## config.mk

```make
export PLATFORM = sky130hd
export DESIGN_NAME = int_ack_sequencer_flat
export DESIGN_NICKNAME = d
export VERILOG_FILES = /design/src/rtl/int_ack_sequencer_pkg.sv /design/src/rtl/int_ack_sequencer_if.sv /design/src/rtl/int_ack_timer.sv /design/src/rtl/int_ack_sequencer.sv /design/src/flat_wrapper.sv
export SDC_FILE = /design/constraint.sdc
export NUM_CORES = 1
export LEC_CHECK = 0
export BUFFER_PORTS_ARGS = -buffer_cell sky130_fd_sc_hd__buf_2
export CORE_MARGIN = 10
export CORE_UTILIZATION = 44
export CTS_BUF_LIST = sky130_fd_sc_hd__clkbuf_8 sky130_fd_sc_hd__clkbuf_16
export CTS_CLUSTER_SIZE = 25
export DETAILED_ROUTE_END_ITERATION = 16
export GPL_TIMING_DRIVEN = 0
export PLACE_DENSITY = 0.8
export SLEW_MARGIN = 5
export SYNTH_ARGS = -nofsm -noshare
export SYNTH_HDL_FRONTEND = slang
export SYNTH_SLANG_ARGS = --single-unit
```

## constraint.sdc

```tcl
create_clock -name CLK -period 1.9 [get_ports CLK]
set_clock_uncertainty 0.2 [all_clocks]
set_input_delay 0.19 -clock CLK [delete_from_list [all_inputs] [get_ports CLK]]
set_output_delay 0.19 -clock CLK [all_outputs]
set_load 0.1 [all_outputs]
```

## src/rtl/int_ack_sequencer_pkg.sv

```systemverilog
// Shared types and constants for the interrupt acknowledge sequencer.
package int_seq_pkg;
   typedef enum logic [1:0] {IDLE, ACK, VECT, SERVICE} int_seq_state_t;
   localparam int unsigned INTV_W     = 3;
   localparam int unsigned NUM_LEVELS = 8;
endpackage

```

## src/rtl/int_ack_sequencer_if.sv

```systemverilog
// Core/controller-side signal bundle of the interrupt acknowledge sequencer.
interface int_ack_sequencer_if #(
   parameter int unsigned ADDR_W = 16
);
   logic                            INT;
   logic                            INTACK;
   logic [int_seq_pkg::INTV_W-1:0]  INTV;
   logic                            INSTR_BOUNDARY;
   logic [ADDR_W-1:0]               PC_IN;
   logic                            IE_SET;
   logic                            IE_CLR;
   logic                            RETI;
   logic                            STALL;
   logic                            TAKE;
   logic [ADDR_W-1:0]               VECTOR_ADDR;
   logic                            RESTORE;
   logic [ADDR_W-1:0]               SAVED_PC;
   logic                            IN_SERVICE;
   logic                            IE;

   modport slave (
      input  INT, INTV, INSTR_BOUNDARY, PC_IN, IE_SET, IE_CLR, RETI,
      output INTACK, STALL, TAKE, VECTOR_ADDR, RESTORE, SAVED_PC, IN_SERVICE, IE
   );

   modport master (
      output INT, INTV, INSTR_BOUNDARY, PC_IN, IE_SET, IE_CLR, RETI,
      input  INTACK, STALL, TAKE, VECTOR_ADDR, RESTORE, SAVED_PC, IN_SERVICE, IE
   );
endinterface

```

## src/rtl/int_ack_timer.sv

```systemverilog
// Loadable down-counter timing the INTACK hold window; done marks the last cycle.
module int_ack_timer #(
   parameter int unsigned HOLD = 2
) (
   input  logic i_clk,
   input  logic i_rst,
   input  logic i_load,
   output logic o_done
);
   localparam int unsigned CW = (HOLD > 1) ? $clog2(HOLD) : 1;

   logic [CW-1:0] r_cnt;

   always_ff @(posedge i_clk) begin
      if (i_rst) begin
         r_cnt <= '0;
      end else if (i_load) begin
         r_cnt <= CW'(HOLD - 1);
      end else if (r_cnt != '0) begin
         r_cnt <= r_cnt - 1'b1;
      end
   end

   assign o_done = (r_cnt == '0);
endmodule

```

## src/rtl/int_ack_sequencer.sv

```systemverilog
// CPU-side interrupt handshake: sample INT at a boundary, hold INTACK, latch INTV,
// redirect to the vector, and restore the saved PC on RETI.
module int_ack_sequencer
   import int_seq_pkg::*;
#(
   parameter int unsigned       ADDR_W          = 16,
   parameter logic [ADDR_W-1:0] VEC_BASE        = 16'hFF00,
   parameter int unsigned       VEC_STRIDE_LOG2 = 2,
   parameter int unsigned       ACK_HOLD        = 2
) (
   input  logic                CLK,
   input  logic                RST,
   int_ack_sequencer_if.slave  bus
);
   int_seq_state_t    r_state,    w_state;
   logic              r_intack,   w_intack;
   logic              r_stall,    w_stall;
   logic              r_take,     w_take;
   logic              r_restore,  w_restore;
   logic              r_insvc,    w_insvc;
   logic              r_ie,       w_ie;
   logic [ADDR_W-1:0] r_saved_pc, w_saved_pc;
   logic [ADDR_W-1:0] r_vaddr,    w_vaddr;
   logic [INTV_W-1:0] r_vec_q,    w_vec_q;
   logic              w_tmr_load;
   logic              w_tmr_done;

   int_ack_timer #(.HOLD(ACK_HOLD)) u_timer (
      .i_clk  (CLK),
      .i_rst  (RST),
      .i_load (w_tmr_load),
      .o_done (w_tmr_done)
   );

   always_comb begin
      w_state    = r_state;
      w_intack   = r_intack;
      w_stall    = r_stall;
      w_take     = 1'b0;
      w_restore  = 1'b0;
      w_insvc    = r_insvc;
      w_ie       = r_ie;
      w_saved_pc = r_saved_pc;
      w_vaddr    = r_vaddr;
      w_vec_q    = r_vec_q;
      w_tmr_load = 1'b0;
      case (r_state)
         IDLE: begin
            if (bus.INT && r_ie && bus.INSTR_BOUNDARY) begin
               w_state    = ACK;
               w_saved_pc = bus.PC_IN;
               w_ie       = 1'b0;
               w_stall    = 1'b1;
               w_intack   = 1'b1;
               w_tmr_load = 1'b1;
            end else if (bus.IE_CLR) begin
               w_ie = 1'b0;
            end else if (bus.IE_SET) begin
               w_ie = 1'b1;
            end
         end
         ACK: begin
            if (w_tmr_done) begin
               // vector address is formed from INTV on the same edge it is latched
               w_vec_q  = bus.INTV;
               w_vaddr  = VEC_BASE + (ADDR_W'(w_vec_q) << VEC_STRIDE_LOG2);
               w_intack = 1'b0;
               w_take   = 1'b1;
               w_state  = VECT;
            end
         end
         VECT: begin
            w_stall = 1'b0;
            w_insvc = 1'b1;
            w_state = SERVICE;
         end
         SERVICE: begin
            if (bus.RETI) begin
               w_restore = 1'b1;
               w_ie      = 1'b1;
               w_insvc   = 1'b0;
               w_state   = IDLE;
            end
         end
         default: w_state = IDLE;
      endcase
   end

   always_ff @(posedge CLK) begin
      if (RST) begin
         r_state    <= IDLE;
         r_intack   <= 1'b0;
         r_stall    <= 1'b0;
         r_take     <= 1'b0;
         r_restore  <= 1'b0;
         r_insvc    <= 1'b0;
         r_ie       <= 1'b0;
         r_saved_pc <= '0;
         r_vaddr    <= '0;
         r_vec_q    <= '0;
      end else begin
         r_state    <= w_state;
         r_intack   <= w_intack;
         r_stall    <= w_stall;
         r_take     <= w_take;
         r_restore  <= w_restore;
         r_insvc    <= w_insvc;
         r_ie       <= w_ie;
         r_saved_pc <= w_saved_pc;
         r_vaddr    <= w_vaddr;
         r_vec_q    <= w_vec_q;
      end
   end

   assign bus.INTACK      = r_intack;
   assign bus.STALL       = r_stall;
   assign bus.TAKE        = r_take;
   assign bus.RESTORE     = r_restore;
   assign bus.IN_SERVICE  = r_insvc;
   assign bus.IE          = r_ie;
   assign bus.SAVED_PC    = r_saved_pc;
   assign bus.VECTOR_ADDR = r_vaddr;
endmodule

```

## src/flat_wrapper.sv

```systemverilog
// flat-port wrapper written by rule: the top's interface ports become plain ports
module int_ack_sequencer_flat import int_seq_pkg::*;
#(
   parameter int unsigned       ADDR_W          = 16,
   parameter logic [ADDR_W-1:0] VEC_BASE        = 16'hFF00,
   parameter int unsigned       VEC_STRIDE_LOG2 = 2,
   parameter int unsigned       ACK_HOLD        = 2
)
  (CLK, RST, bus_INT, bus_INTV, bus_INSTR_BOUNDARY, bus_PC_IN, bus_IE_SET, bus_IE_CLR, bus_RETI, bus_INTACK, bus_STALL, bus_TAKE, bus_VECTOR_ADDR, bus_RESTORE, bus_SAVED_PC, bus_IN_SERVICE, bus_IE);
  int_ack_sequencer_if #(.ADDR_W(ADDR_W)) bus_i ();
  input  logic CLK;
  input  logic RST;
  input wire logic [$bits(bus_i.INT)-1:0] bus_INT;
  input wire logic [$bits(bus_i.INTV)-1:0] bus_INTV;
  input wire logic [$bits(bus_i.INSTR_BOUNDARY)-1:0] bus_INSTR_BOUNDARY;
  input wire logic [$bits(bus_i.PC_IN)-1:0] bus_PC_IN;
  input wire logic [$bits(bus_i.IE_SET)-1:0] bus_IE_SET;
  input wire logic [$bits(bus_i.IE_CLR)-1:0] bus_IE_CLR;
  input wire logic [$bits(bus_i.RETI)-1:0] bus_RETI;
  output wire logic [$bits(bus_i.INTACK)-1:0] bus_INTACK;
  output wire logic [$bits(bus_i.STALL)-1:0] bus_STALL;
  output wire logic [$bits(bus_i.TAKE)-1:0] bus_TAKE;
  output wire logic [$bits(bus_i.VECTOR_ADDR)-1:0] bus_VECTOR_ADDR;
  output wire logic [$bits(bus_i.RESTORE)-1:0] bus_RESTORE;
  output wire logic [$bits(bus_i.SAVED_PC)-1:0] bus_SAVED_PC;
  output wire logic [$bits(bus_i.IN_SERVICE)-1:0] bus_IN_SERVICE;
  output wire logic [$bits(bus_i.IE)-1:0] bus_IE;
  assign bus_i.INT = bus_INT;
  assign bus_i.INTV = bus_INTV;
  assign bus_i.INSTR_BOUNDARY = bus_INSTR_BOUNDARY;
  assign bus_i.PC_IN = bus_PC_IN;
  assign bus_i.IE_SET = bus_IE_SET;
  assign bus_i.IE_CLR = bus_IE_CLR;
  assign bus_i.RETI = bus_RETI;
  assign bus_INTACK = bus_i.INTACK;
  assign bus_STALL = bus_i.STALL;
  assign bus_TAKE = bus_i.TAKE;
  assign bus_VECTOR_ADDR = bus_i.VECTOR_ADDR;
  assign bus_RESTORE = bus_i.RESTORE;
  assign bus_SAVED_PC = bus_i.SAVED_PC;
  assign bus_IN_SERVICE = bus_i.IN_SERVICE;
  assign bus_IE = bus_i.IE;
  int_ack_sequencer #(.ADDR_W(ADDR_W), .VEC_BASE(VEC_BASE), .VEC_STRIDE_LOG2(VEC_STRIDE_LOG2), .ACK_HOLD(ACK_HOLD)) u_core (.CLK(CLK), .RST(RST), .bus(bus_i));
endmodule
```

# [Word-level counts from Yosys, hierarchy flattened]
# Index checks and enable logic that the tools add are counted.
[op_classes] n_reduce_logical=16 n_mux=21 bitwise_logic=3 addsub=2 eq_ne=7
[op_table] cell="$mux 1" n=13
[op_table] cell="$add 9x6->10 const A" n=1
[op_table] cell="$reduce_and 3->1" n=3
[op_table] cell="$pmux 1 s2" n=4
[op_table] cell="$pmux 2 s4" n=1
[op_table] cell="$reduce_and 2->1" n=4
[op_table] cell="$reduce_bool 2->1" n=4
[op_table] cell="$mux 2" n=3
[op_table] cell="$eq 2x2->1 const B" n=2
[op_table] cell="$ne 2x2->1 const B" n=2
[op_table] cell="$ne 4x3->1 const B" n=1
[op_table] cell="$reduce_or 2->1" n=2
[op_table] cell="$not 1->1" n=3
[op_table] cell="$eq 2x1->1 const B" n=1
[op_table] cell="$logic_and 1x1->1" n=2
[op_table] cell="$logic_not 2->1" n=1
[op_table] cell="$ne 2x1->1 const B" n=1
[op_table] cell="$sub 1x1->1 const B" n=1
[totals] word_cells=59 reg_bits=41 out_inout_bits=38

# [Depth between registers and ports, before layout]
# Gate-level depths: netlist (run 1).
[logic_depth] depth_word=5 depth_mapped=7 ltp_nobuf=5

# [Hierarchy]
# From an unflattened synthesis (run 1), not the netlist that was laid out.
[unflattened] cells_unflattened=146 hier_area_um2=1247.4
[modules_own_cells] mod="int_ack_sequencer" n_inst=1 seq_area_each_um2=560.5 area_per_inst_um2=1209.9 cells_each=143
[modules_own_cells] mod="int_ack_timer" n_inst=1 seq_area_each_um2=20.0 area_per_inst_um2=37.5 cells_each=3

# [Worst setup path after synthesis (run 1)]
# No wires, ideal clock.
[synth_timing] kind="register to register" startpoint="reg u_core.r_ie, in the netlist u_core.bus.IE" endpoint="reg u_core.r_intack, in the netlist u_core.bus.INTACK" stages_incl_launch_ff=5 t_required_ps=1600 setup_slack_ps=-194 synth_period_minus_slack_ps=2094 t_arrival_ps=1794 path_cell_list="dfxtp_1 > and4_1 > buf_4 > nor2_2 > a2111oi_4"
[synth_via] elab_chain_len=4
[synth_lines] element="start, declared" line="int_ack_sequencer.sv:21" text="logic r_ie, w_ie;"
[synth_lines] element="start signal, assigned" line="int_ack_sequencer.sv:108" text="r_ie <= w_ie;"
[synth_lines] element="$logic_and 1x1->1 (2 in a row)" line="int_ack_sequencer.sv:49" text="if (bus.INT && r_ie && bus.INSTR_BOUNDARY) begin"
[synth_lines] element="$ne 2x1->1 (no line)"
[synth_lines] element="$reduce_and 3->1 (no line)"
[synth_lines] element="end signal, assigned" line="int_ack_sequencer.sv:103" text="r_intack <= w_intack;"
[synth_lines] element="end, declared" line="int_ack_sequencer.sv:16" text="logic r_intack, w_intack;"
# Every way passes these cells.
# A chain may end at the register's enable or synchronous reset.

# [Worst setup path in the final report (run 1)]
[layout_timing] startpoint="reg u_core.r_state[0]" endpoint="reg u_core.r_stall, in the netlist u_core.bus.STALL"
[layout_via] elab_chain_len=3 word_cells_on_any_way=6 classes_between="2 x eq/ne; 1 x mux; 3 x reduce/logical"
[layout_lines] element="start, declared" line="int_ack_sequencer.sv:15" text="int_seq_state_t r_state, w_state;"
[layout_lines] element="start signal, assigned" line="int_ack_sequencer.sv:102" text="r_state <= w_state;"
[layout_lines] element="$logic_not 2->1 / $eq 2x2->1 (equally long branches)" line="int_ack_sequencer.sv:47" text="case (r_state)"
[layout_lines] element="$ne 2x1->1 (no line) / $reduce_bool 2->1 (equally long branches)"
[layout_lines] element="$reduce_and 2->1 (no line)"
[layout_lines] element="end signal, assigned" line="int_ack_sequencer.sv:104" text="r_stall <= w_stall;"
[layout_lines] element="end, declared" line="int_ack_sequencer.sv:17" text="logic r_stall, w_stall;"
# Parallel ways exist; a longest one is shown, timed or not.

==> results of run 1 <==
-- where the power goes --
part | total [mW] | internal, mW | leakage [nW] | switching, mW
sequential | 0.775 | 0.703 | 0.236 | 0.0715
clock | 0.639 | 0.421 | 0.0626 | 0.218
combinational | 1.72 | 0.387 | 0.643 | 1.33
-- final cells by class --
| type | count | area, um2 |
|---|---|---|
| diodes | 1 | 2.50 |
| clock inverters | 2 | 33.8 |
| flip-flops and latches | 29 | 582 |
| clock buffers | 6 | 82.6 |
| multi-input cells | 98 | 574 |
| plain buffers | 19 | 131 |
| well taps | 31 | 38.8 |
| fillers | 224 | 811 |
| repair buffers | 78 | 490 |
| inverters | 3 | 11.3 |
-- how the worst min path moves through the flow --
stage	from	end	slack, ns	depth (start not counted)
floorplan	bus_PC_IN[12]	u_core.bus.SAVED_PC[12]$_SDFFE_PP0P_	0.13	2
global placement	bus_INTV[2]	u_core.bus.VECTOR_ADDR[4]$_SDFFE_PP0P_	0.22	3
detailed placement	bus_PC_IN[13]	u_core.bus.SAVED_PC[13]$_SDFFE_PP0P_	0.24	3
CTS	RST	u_core.r_state[1]$_SDFFE_PP0P_	0.01	3
global route	RST	u_core.r_state[1]$_SDFFE_PP0P_	0.03	3
finish	RST	u_core.r_state[1]$_SDFFE_PP0P_	0.01	3
-- flip-flops by register name, indices dropped and copies added (netlist names) --
name and cells:
u_core.bus.SAVED_PC 16, u_core.bus.VECTOR_ADDR 4, u_core.r_state 2, u_core.bus.IE 1, u_core.bus.INTACK 1, u_core.bus.IN_SERVICE 1
u_core.bus.RESTORE 1, u_core.bus.STALL 1, u_core.bus.TAKE 1, u_core.u_timer.r_cnt 1
-- timing repair --
item                       in CTS  in global routing
setup endpoints to repair       0                  1
gates resized for setup         0                  1
hold buffers                   20                  0
hold endpoints to repair       20                  0
-- per-stage QoR --
stage / utilization (%) / hold WS, ns / cell area (um2) / cells
after detailed placement: 58.9 / 0.237 / 1630 / 238
after floorplan: - / 0.126 / 1300 / 149
after global placement: 58.9 / 0.222 / 1630 / 238
after CTS: 70.4 / 0.0142 / 1940 / 266
final: 70.6 / 0.0132 / 1950 / 267
after global routing: 70.5 / 0.0326 / 1940 / 266
-- layout by cell type, fill, tap and decap left out --
| master | n |
|---|---|
| conb_1 | 5 |
| nand3_2 | 1 |
| a2111oi_0 | 1 |
| or2_2 | 1 |
| mux2i_1 | 4 |
| ha_2 | 1 |
| dlygate4sd3_1 | 20 |
| clkbuf_1 | 2 |
| dfxtp_1 | 28 |
| and2_1 | 1 |
| a2111oi_4 | 1 |
| nor3_1 | 1 |
| buf_6 | 1 |
| and4_1 | 1 |
| diode_2 | 1 |
| buf_2 | 61 |
| nand2b_1 | 3 |
| a211oi_1 | 2 |
| dfxtp_2 | 1 |
| nor2_1 | 9 |
| buf_4 | 13 |
| nand4_2 | 1 |
| a21oi_1 | 17 |
| a21boi_1 | 1 |
| nor2b_1 | 5 |
| o32ai_2 | 1 |
| a211o_1 | 2 |
| clkbuf_8 | 6 |
| nor2_2 | 1 |
| nand2_1 | 34 |
| a31oi_1 | 1 |
| inv_1 | 4 |
| ha_1 | 4 |
| bufinv_16 | 1 |
-- layer usage --
metal  share of wire (%)  wire length [um]  vias to the layer above  global-route usage, %
li1                    -                 -                      641                      -
met1                  39              1350                      522                   13.1
met2                  50              1730                       38                   21.2
met3                 9.4               325                        4                   6.12
met4                0.96                33                        0                   5.18
met5                   0                 0                        -                      0
-- cell usage after synthesis --
cell        n  area share, %
nand2_1    34             10
dfxtp_1    29             45
a21oi_1    17            6.6
buf_4      13            7.6
nor2_1      9            2.6
ha_1        5            4.9
nor2b_1     5            2.4
mux2i_1     4            3.1
buf_2       3            1.2
inv_1       3           0.88
nand2b_1    3            1.5
a211o_1     2            1.4
a211oi_1    2            1.2
clkbuf_1    2           0.59
a2111oi_0   1           0.68
a2111oi_4   1            2.2
a21boi_1    1           0.59
a31oi_1     1           0.49
and2_1      1           0.49
and4_1      1           0.68
buf_6       1           0.88
conb_1      1           0.29
nand3_2     1           0.78
nand4_2     1           0.98
nor2_2      1           0.49
nor3_1      1           0.39
o32ai_2     1            1.3
or2_2       1           0.49
-- critical path, delay by kind of cell, from the launching register on --
kind | cells | cell delay (ns)
AO/OA/AOI/OAI | 1 | 0.22
adder cells (fa/ha/maj) | 1 | 0.27
buffers and inverters | 2 | 0.41
flip-flops | 1 | 0.33
AND/OR/NAND/NOR | 1 | 0.26
-- logic make-up (layout without fill, tap and decap cells) --
group	after synthesis	after routing	share of synthesized area, %
compound gates	26	26	14.4
fa+ha+maj	5	5	4.89
buf+inv	22	108	11.1
flops	29	29	45.4
mux	4	4	3.13
other cells	1	6	0.293
simple gates	58	58	20.8
==> out/results.txt, run 1 <==
number of cells on the worst reg-to-reg path - 5
Worst Setup SP - u_core.r_state[0]$_SDFFE_PP0P_
CTS tree - yes
P_leak - 0.941 nW
CP max stage delay - 0.33 ns
DRT iter0 DRCs - 68
total track usage - 12.6%
Pwr per Cell Area - 1610 mW/mm2
die area - 0.00547 mm2
Crit. End Element - flip-flop
minimum clock period - 1.76 ns
number of buffers created by CTS - 5
outcome - completed
Die W - 73.9 um
count of different cell masters after synthesis - 28
max_cap viols - 0
# IOs - 64
cell count after synthesis - 145
Max clock buf depth - 2
reg2reg end - u_core.bus.STALL$_SDFFE_PP0P_
sequential cell area fraction in the yosys report - 45.4%
Clk pin slew, worst setup/hold paths - 0.06 ns
Core Box Area - 0.00276 mm2
Worst VDD drop - 1.94 mV
final wirelength - 3.44 mm
crit path cell chain - inv_1 > ha_2 > nand4_2 > buf_2 > o32ai_2
total number of vias - 1205
unrepaired setup endpoints after global routing - false
DRC - 0
largest net degree at the start of global routing - 11
hold crit path type - input pin to flip-flop
Synth Cell Area - 0.00128 mm2
critical path peak fanout - 10
post-CTS setup buffer count - 0
Final setup viols - 0
gpl congestion - 0.821
initial core utilization - 46.4%
CTS Sinks - 29
crit path launch type - flip-flop
Critical-path top delay cell - dfxtp_1
share of cells above drive strength 1 - 38.3%
max-slew violation count - 0
vias in the first global route - 1208
Crit path required time - 1.88 ns
Total Power - 3.13 mW
final hold vios - 0
grt ovf - 0
setup slack after layout - 0.137 ns
max frequency - 567 MHz
r2r startpoint - u_core.r_state[0]$_SDFFE_PP0P_
Nets - 265
die height - 73.9 um
Yosys warning count - 0
initial antenna violation count - 0
critical path arrival - 1.75 ns
CP Capture Point - u_core.bus.STALL$_SDFFE_PP0P_
PortBufs - 58
P&R area growth vs syn - 52.1%
crit share post-route - 92.8%
Yosys reg bits - 29
insertion delay to the later sink of the worst-skew pair - 0.27 ns
H-tree depth - 2
clock root buffer - clkbuf_8
worst reg-to-reg setup slack - 0.14 ns
WL/cell - 12.9 um
drt pass-1 iters - 4
Mapped Avg Cell Area - 8.83 um2
pre-CTS setup slack - 0.0789 ns
hpwl dp - 2.44 mm
ANT nets after route - 0
Worst Setup Path Type - flip-flop to flip-flop
Site Rows - 19
Fin Setup TNS - 0 ns
via density per instance - 4.51
wire length of the first global-routing pass - 5.46 mm
(Power assumes the default switching activity.)
==> inputs of run 2 (changes only) <==
--- a/config.mk
+++ b/config.mk
@@ -5,7 +5,7 @@
 export SDC_FILE = /design/constraint.sdc
 export NUM_CORES = 1
 export LEC_CHECK = 0
-export BUFFER_PORTS_ARGS = -buffer_cell sky130_fd_sc_hd__buf_2
+export BUFFER_PORTS_ARGS = -buffer_cell sky130_fd_sc_hd__clkbuf_2
 export CORE_MARGIN = 10
 export CORE_UTILIZATION = 44
 export CTS_BUF_LIST = sky130_fd_sc_hd__clkbuf_8 sky130_fd_sc_hd__clkbuf_16
@@ -13,6 +13,7 @@
 export DETAILED_ROUTE_END_ITERATION = 16
 export GPL_TIMING_DRIVEN = 0
 export PLACE_DENSITY = 0.8
+export REMOVE_ABC_BUFFERS = 1
 export SLEW_MARGIN = 5
 export SYNTH_ARGS = -nofsm -noshare
 export SYNTH_HDL_FRONTEND = slang
==> run 2 against run 1 <==
Effect of this change:
- die area is the same
- first-iteration DRC count fell by 2.9%
- critical path depth stayed put
- clock-buffer cell count shrank 1
- setup slack improved by 0.0089 ns
- sequential share of layout area up 2.5 points
- critical endpoint is now u_core.bus.INTACK$_SDFFE_PP0P_
- global-route usage increased by 0.44 points
==> out/results.txt, run 2 (synthesis results as in run 1) <==
share of cells above drive strength 1 - 34.3%
slew margin rel. - 55.8%
Site Rows - 19
Critical-path top delay cell - and4_4
Worst Setup Path Type - flip-flop to flip-flop
Final setup viols - 0
critical path arrival - 1.73 ns
P_leak - 0.820 nW
max frequency - 570 MHz
via density per instance - 4.77
clock root buffer - clkbuf_8
crit path cell chain - inv_1 > ha_2 > and4_4 > nor2_2 > a2111oi_4
unrepaired setup endpoints after global routing - false
hold crit path type - input pin to flip-flop
CP max stage delay - 0.38 ns
Core Box Area - 0.00276 mm2
gpl congestion - 0.723
minimum clock period - 1.75 ns
# IOs - 64
setup slack after layout - 0.146 ns
drt pass-1 iters - 4
die height - 73.9 um
number of buffers created by CTS - 5
Crit path required time - 1.88 ns
Nets - 246
critical path peak fanout - 17
Pwr per Cell Area - 1610 mW/mm2
max-slew violation count - 0
Die W - 73.9 um
wire length of the first global-routing pass - 5.58 mm
max_cap viols - 0
DRC - 0
vias in the first global route - 1176
PortBufs - 58
CP top delay family - simple AND/OR/NAND/NOR gates
outcome - completed
ANT nets after route - 0
crit share post-route - 92.3%
initial antenna violation count - 1
P&R area growth vs syn - 40.2%
WL/cell - 13.9 um
hpwl dp - 2.27 mm
Fill cells - 220
H-tree depth - 2
final wirelength - 3.46 mm
flip-flop count of the largest register after layout - 16
die area - 0.00547 mm2
post-CTS setup buffer count - 0
most frequent cells in the layout - clkbuf_2 (58), nand2_1 (34), dfxtp_1 (29)
CP Buf/Inv Count - 1
Min Hold Slack - 0.0918 ns
Total Power - 2.88 mW
largest net degree at the start of global routing - 32
total number of vias - 1183
grt ovf - 0
CTS tree - yes
worst-margin pin slew - 0.663 ns
total track usage - 13.0%
CTS Sinks - 29
Crit. End Element - flip-flop
Max clock buf depth - 2
DRT iter0 DRCs - 66
insertion delay to the later sink of the worst-skew pair - 0.28 ns
Clk pin slew, worst setup/hold paths - 0.06 ns
pre-CTS setup slack - -0.159 ns
initial core utilization - 46.4%
Worst VDD drop - 1.95 mV
final hold vios - 0
most common cell after layout, fill and taps aside - clkbuf_2
crit path launch type - flip-flop
[run 2: final timing paths]
kind	startpoint	to	slack [ns]	depth (start not counted)
max	u_core.r_state[0]$_SDFFE_PP0P_	u_core.bus.INTACK$_SDFFE_PP0P_	0.15	5
min	bus_IE_CLR	u_core.bus.IE$_SDFFE_PP0P_	0.09	4
max reg2reg	u_core.r_state[0]$_SDFFE_PP0P_	u_core.bus.INTACK$_SDFFE_PP0P_	0.15	5
min reg2reg	u_core.bus.SAVED_PC[0]$_SDFFE_PP0P_	u_core.bus.SAVED_PC[0]$_SDFFE_PP0P_	0.25	2
[run 2: where the power goes]
| part | leakage, nW | internal [mW] | switching (mW) |
|---|---|---|---|
| registers | 0.235 | 0.701 | 0.0784 |
| logic | 0.536 | 0.300 | 1.33 |
| clock network | 0.0491 | 0.247 | 0.226 |
[run 2: area by class of cell]
cell class                      instances  area [um2]  share of cell area [%]
Multi-Input combinational cell         98         588                    32.8
Sequential cell                        29         581                    32.4
Timing Repair Buffer                   78         490                    27.3
Clock buffer                            5        68.8                    3.84
Tap cell                               31        38.8                    2.16
Clock inverter                          3        13.8                   0.767
Inverter                                3        11.3                   0.628
Antenna cell                            1        2.50                   0.139
[run 2: layer usage]
layer | GRT usage, % | routed length [um] | vias to the layer above
met4 | 8.07 | 108 | 0
li1 | - | - | 601
met1 | 13.9 | 1310 | 519
met5 | 0 | 0 | -
met3 | 5.98 | 338 | 11
met2 | 20.6 | 1690 | 52
[run 2: per-stage QoR]
stage               cell area, um2  util, %  cells  TNS [ns]
floorplan                     1160        -    130    -39.51
global placement              1490     54.1    219    -0.154
detailed placement            1490     54.1    219    -0.311
CTS                           1780     64.5    247         0
global route                  1790     65.1    248         0
finish                        1790     65.1    248         0
[run 2: tightest hold or removal path, cell delays in order]
cell and delay (ns):
clkbuf_2 0.09, a31oi_1 0.04, nor3_1 0.13, a211oi_1 0.07
[run 2: repair_timing]
action / in CTS / in global routing
hold endpoints to repair: 20 / 0
resized for setup: 2 / 3
endpoints found under the setup margin: 17 / 21
hold buffers: 20 / 0
